==> src/rtl/bcd_share_sched.sv <==
// Shared double-dabble binary-to-BCD converter serving two requesters.
// Round-robin accept in IDLE, 16 shift-add-3 steps, then a registered result with per-owner done.
module bcd_add3 (
  input  logic [3:0] d_i,
  output logic [3:0] d_o
);
  assign d_o = (d_i >= 4'd5) ? d_i + 4'd3 : d_i;
endmodule

module bcd_share_sched (
  input  logic        clk,
  input  logic        rst,
  input  logic        req0,
  input  logic [15:0] bin0,
  input  logic        req1,
  input  logic [15:0] bin1,
  output logic        gnt0,
  output logic        gnt1,
  output logic        busy,
  output logic [15:0] bcd_out,
  output logic        ovf,
  output logic        done0,
  output logic        done1
);
  localparam int NUM_DIGITS = 4;

  typedef enum logic [1:0] {
    S_IDLE  = 2'd0,
    S_SHIFT = 2'd1,
    S_DONE  = 2'd2
  } state_t;

  state_t                       state_q;
  logic [15:0]                  sr_q, sr_d;
  logic [NUM_DIGITS-1:0][3:0]   dig_q, adj, dig_d;
  logic [3:0]                   cnt_q;
  logic                         owner_q, last_q, ovf_pend_q;
  logic                         gnt0_q, gnt1_q, done0_q, done1_q, busy_q, ovf_q;
  logic [15:0]                  bcd_q;
  logic                         win;
  logic [15:0]                  op;

  for (genvar g = 0; g < NUM_DIGITS; g++) begin : g_dig
    bcd_add3 u_add3 (.d_i(dig_q[g]), .d_o(adj[g]));
  end

  // Digit chain shifts left as one 16-bit word with the operand MSB entering ones[0].
  // The bit leaving the thousands digit recirculates into the operand LSB; it can
  // never reach the operand MSB within 16 shifts, so it never re-enters the digits.
  assign dig_d = {adj[3][2:0], adj[2], adj[1], adj[0], sr_q[15]};
  assign sr_d  = {sr_q[14:0], adj[3][3]};

  // Tie goes to whichever requester was not served last.
  assign win = (req0 && req1) ? ~last_q : req1;
  assign op  = win ? bin1 : bin0;

  always_ff @(posedge clk or posedge rst) begin
    if (rst) begin
      state_q    <= S_IDLE;
      sr_q       <= '0;
      dig_q      <= '0;
      cnt_q      <= '0;
      owner_q    <= 1'b0;
      last_q     <= 1'b1;
      ovf_pend_q <= 1'b0;
      gnt0_q     <= 1'b0;
      gnt1_q     <= 1'b0;
      done0_q    <= 1'b0;
      done1_q    <= 1'b0;
      busy_q     <= 1'b0;
      bcd_q      <= '0;
      ovf_q      <= 1'b0;
    end else begin
      gnt0_q  <= 1'b0;
      gnt1_q  <= 1'b0;
      done0_q <= 1'b0;
      done1_q <= 1'b0;
      case (state_q)
        S_IDLE: begin
          if (req0 || req1) begin
            sr_q       <= op;
            owner_q    <= win;
            last_q     <= win;
            ovf_pend_q <= (op > 16'd9999);
            dig_q      <= '0;
            cnt_q      <= '0;
            gnt0_q     <= ~win;
            gnt1_q     <= win;
            busy_q     <= 1'b1;
            state_q    <= S_SHIFT;
          end
        end
        S_SHIFT: begin
          dig_q <= dig_d;
          sr_q  <= sr_d;
          cnt_q <= cnt_q + 4'd1;
          if (cnt_q == 4'd15) state_q <= S_DONE;
        end
        S_DONE: begin
          bcd_q   <= ovf_pend_q ? 16'h9999 : dig_q;
          ovf_q   <= ovf_pend_q;
          done0_q <= ~owner_q;
          done1_q <= owner_q;
          busy_q  <= 1'b0;
          state_q <= S_IDLE;
        end
        default: begin
          busy_q  <= 1'b0;
          state_q <= S_IDLE;
        end
      endcase
    end
  end

  assign gnt0    = gnt0_q;
  assign gnt1    = gnt1_q;
  assign busy    = busy_q;
  assign bcd_out = bcd_q;
  assign ovf     = ovf_q;
  assign done0   = done0_q;
  assign done1   = done1_q;
endmodule

==> config.mk <==
export PLATFORM = sky130hd
export DESIGN_NAME = bcd_share_sched
export DESIGN_NICKNAME = d
export VERILOG_FILES = /design/src/rtl/bcd_share_sched.sv
export SDC_FILE = /design/constraint.sdc
export NUM_CORES = 1
export LEC_CHECK = 0
export CORE_MARGIN = 2
export CORE_UTILIZATION = 30
export DETAILED_ROUTE_END_ITERATION = 8
export PLACE_DENSITY_LB_ADDON = 0.05
export SLEW_MARGIN = 20
export SYNTH_ARGS = -nofsm -noshare
export SYNTH_HDL_FRONTEND = slang
export SYNTH_SLANG_ARGS = --single-unit
export TNS_END_PERCENT = 100
==> constraint.sdc <==
create_clock -name clk -period 3.99 [get_ports clk]
set_input_delay 0.5985 -clock clk [delete_from_list [all_inputs] [get_ports clk]]
set_output_delay 0.5985 -clock clk [all_outputs]
set_load 0.01 [all_outputs]
==> impl_metrics.py <==
metrics = {
    "power_and_ir_drop": {
        "p_total_mw": 2.84,
        "power_leakage_nw": 1.71,
        "p_sw_mw": 1.08,
        "worst_ir_drop_vdd_mv": 0.241,
        "power_frac_comb": 0.394,
        "power_frac_clock": 0.224,
        "switching_share": 0.381,
        "pwr-share-seq": 0.381,
        "internal_power_mw": 1.76,
        "power_density_nw_per_um2": 700,
    },
    "run_status": {
        "status": "finished clean",
    },
    "route": {
        "routed_wl_um": 7570,
        "drt-initial-drc-count": 128,
        "route.detailed.drc": 0,
        "vias_per_cell": 4.72,
        "first_pass_iters": 5,
        "ant_nets": 0,
        "detailroute.via_count": 2493,
        "wire_per_inst_um": 14.3,
    },
    "yosys": {
        "synthCells": 334,
        "async_flop_share": 1.00,
        "synth_edf_count": 0,
        "synth_top_area_frac": 0.490,
        "synth_top_cell_by_area": "dfrtp_1",
        "synth.area.top_cells": "dfrtp_1 49%, o21ai_0 7.6%, nand2_1 5.7%",
        "synth_nets": 379,
        "ys_types": 35,
        "yosys_warnings": 0,
        "ys_ff_latch": 63,
        "syn_area_um2": 3170,
        "synth_flop_cell": "dfrtp_1",
        "yosysMostFrequentCell": "dfrtp_1",
        "synthTopCellsByCount": "62 x dfrtp_1, 48 x nand2_1, 48 x o21ai_0, 16 x a211oi_1, 16 x buf_2",
        "postSynthAreaPerCell_um2": 9.48,
        "synth_seq_area_share": 0.498,
    },
    "timing": {
        "rsz0062_at_grt": "no",
        "skew_ps": 11.4,
        "fmax_mhz": 454,
        "finalSetupTns_ps": 0,
        "worst_slew_pin_slew_ps": 990,
        "slew_headroom": 0.340,
        "hold_ws_ps": 472,
        "min_period_ps": 2200,
        "finalMaxSlewViolations": 0,
        "post-route-period-util": 0.552,
        "finalHoldViolations": 0,
        "setup_viol": 0,
    },
    "worst_setup_path": {
        "worstPathBufferInverterCount": 1,
        "worstPathRequired_ps": 4210,
        "crit_path_end_kind": "register",
        "cp_cell_sequence": "clkdlybuf4s50_1 -> a21boi_4 -> nor2b_1 -> a211oi_1 -> o32ai_1",
        "critPathTopFamily": "compound AO/OA/AOI/OAI gates",
        "reg2regPathDepth": 4,
        "path_class": "primary input to register",
        "worst-path-stages": 5,
        "cp.arrival_ps": 2420,
        "worstPathMaxFanout": 34,
        "startpoint_type": "primary input",
        "cp_slowest_cell": "a21boi_4",
        "cp_slowest_stage_delay_ps": 680,
    },
    "global_routing": {
        "grt_max_degree": 50,
        "grt_pass1_wl_um": 13000,
        "antenna_found_initial": 0,
        "globalRouteOverflowTotal": 0,
        "grt_pass1_vias": 2540,
        "grtUsageTotal": 0.147,
    },
    "clock_tree": {
        "post-cts-setup-buffer-count": 0,
        "cts_sinks": 63,
        "clock_path_buffers": 2,
        "clkTransAtPathRegs_ps": 80,
        "clock_latency_ps": 360,
        "cts_hold_buf": 0,
        "cts_tree": "built",
        "clockRootBuffer": "clkbuf_8",
        "numCtsBuffers": 9,
        "post_cts_resized": 0,
        "h-tree-depth": 3,
    },
    "layout": {
        "area_delta_synth_final_pct": 28.4,
        "nNetsFinal": 432,
        "drive_gt1_frac": 0.0842,
        "fillers": 1058,
        "antennaDiodeCount": 0,
    },
    "placed_design": {
        "dp_hpwl_um": 5120,
        "gp_congestion": 0.706,
        "numPortBuffers": 57,
    },
    "hold_path": {
        "whs_path_depth": 1,
        "holdCritPathClass": "register to register",
    },
    "floorplanning": {
        "pin_count": 58,
        "rows": 37,
        "die_x_um": 107,
        "core_um2": 10300,
        "start_util": 0.308,
        "die_y_um": 107,
        "dieArea_um2": 11400,
    },
    "flow_run": {
        "drv_cap": 0,
    },
}
-- metrics by stage --
step                      setup WS, ps  utilization  instances  cell area [µm²]
after floorplan                   1820            -        334             3170
after global placement            1430        0.374        512             3840
after detailed placement          1390        0.374        512             3840
after CTS                         1770        0.396        528             4070
after global routing              1600        0.396        528             4070
final                             1790        0.396        528             4070
-- path summary, 6_finish.rpt --
path	startpoint	to	slack (ps)
setup / recovery	req1	sr_q[0]$_DFFE_PP0P_	1790
hold / removal	owner_q$_DFFE_PP0P_	done0$_DFF_PP0_	470
setup reg to reg	state_q[1]$_DFFE_PP0P_	dig_q[15]$_DFFE_PP0P_	1890
hold reg to reg	owner_q$_DFFE_PP0P_	done0$_DFF_PP0_	470
max in group asynchronous	rst	bcd_out[3]$_DFFE_PP0N_	2550
min in group asynchronous	rst	gnt0$_DFF_PP0_	690
-- routing by layer --
| layer | up-vias | GRT usage | routed length, µm |
|---|---|---|---|
| met2 | 47 | 0.216 | 3200 |
| met4 | 0 | 0.0640 | 147 |
| met1 | 1159 | 0.209 | 3950 |
| li1 | 1275 | - | - |
| met5 | - | 0 | 0 |
| met3 | 12 | 0.0292 | 270 |
-- power by group through the flow --
| stage | registers (mW) | logic, mW | clock network (mW) |
|---|---|---|---|
| 3_5_place_dp | 1.10 | 1.13 | 0 |
| 6_report | 1.08 | 1.12 | 0.638 |
| 4_1_cts | 1.09 | 1.14 | 0.650 |
| 2_1_floorplan | 1.05 | 0.819 | 0 |
| 3_3_place_gp | 1.10 | 1.12 | 0 |
| 5_1_grt | 1.12 | 1.29 | 0.682 |
-- layout by cell type, fill, tap and decap left out, types with 7 or more instances in the layout --
master / Yosys / final
nand2_1: 48 / 48
o21ai_1: 10 / 10
a211oi_1: 16 / 16
nor2_1: 15 / 15
dfrtp_1: 62 / 62
inv_1: 12 / 11
o21ai_0: 48 / 48
clkbuf_8: 0 / 9
o22ai_1: 9 / 9
clkdlybuf4s50_1: 0 / 57
nor2b_1: 15 / 14
buf_4: 0 / 7
nand2b_1: 10 / 10
ha_1: 9 / 9
-- state kept, by name, indices dropped and copies added, names as in the netlist, 2 cells and up --
name	flops
bcd_out	16
state_q	2
cnt_q	4
dig_q	16
sr_q	16
-- area by class of cell --
type	count	area, µm²	area share
Clock inverter	6	93.8	0.0231
Timing Repair Buffer	64	623	0.153
Clock buffer	10	128	0.0314
Tap cell	136	170	0.0419
Inverter	12	45.0	0.0111
Sequential cell	63	1580	0.388
Multi-Input combinational cell	237	1430	0.351
-- cell families after synthesis --
logic type               Yosys count  synth area share
multiplexers                       6            0.0209
flip-flops                        63             0.498
adder cells (fa/ha/maj)            9            0.0356
buffers and inverters             34            0.0514
AND/OR/NAND/NOR                  108             0.165
XOR/XNOR                           8            0.0221
AO/OA/AOI/OAI                    106             0.207
Power figures use the tool's default switching activity.
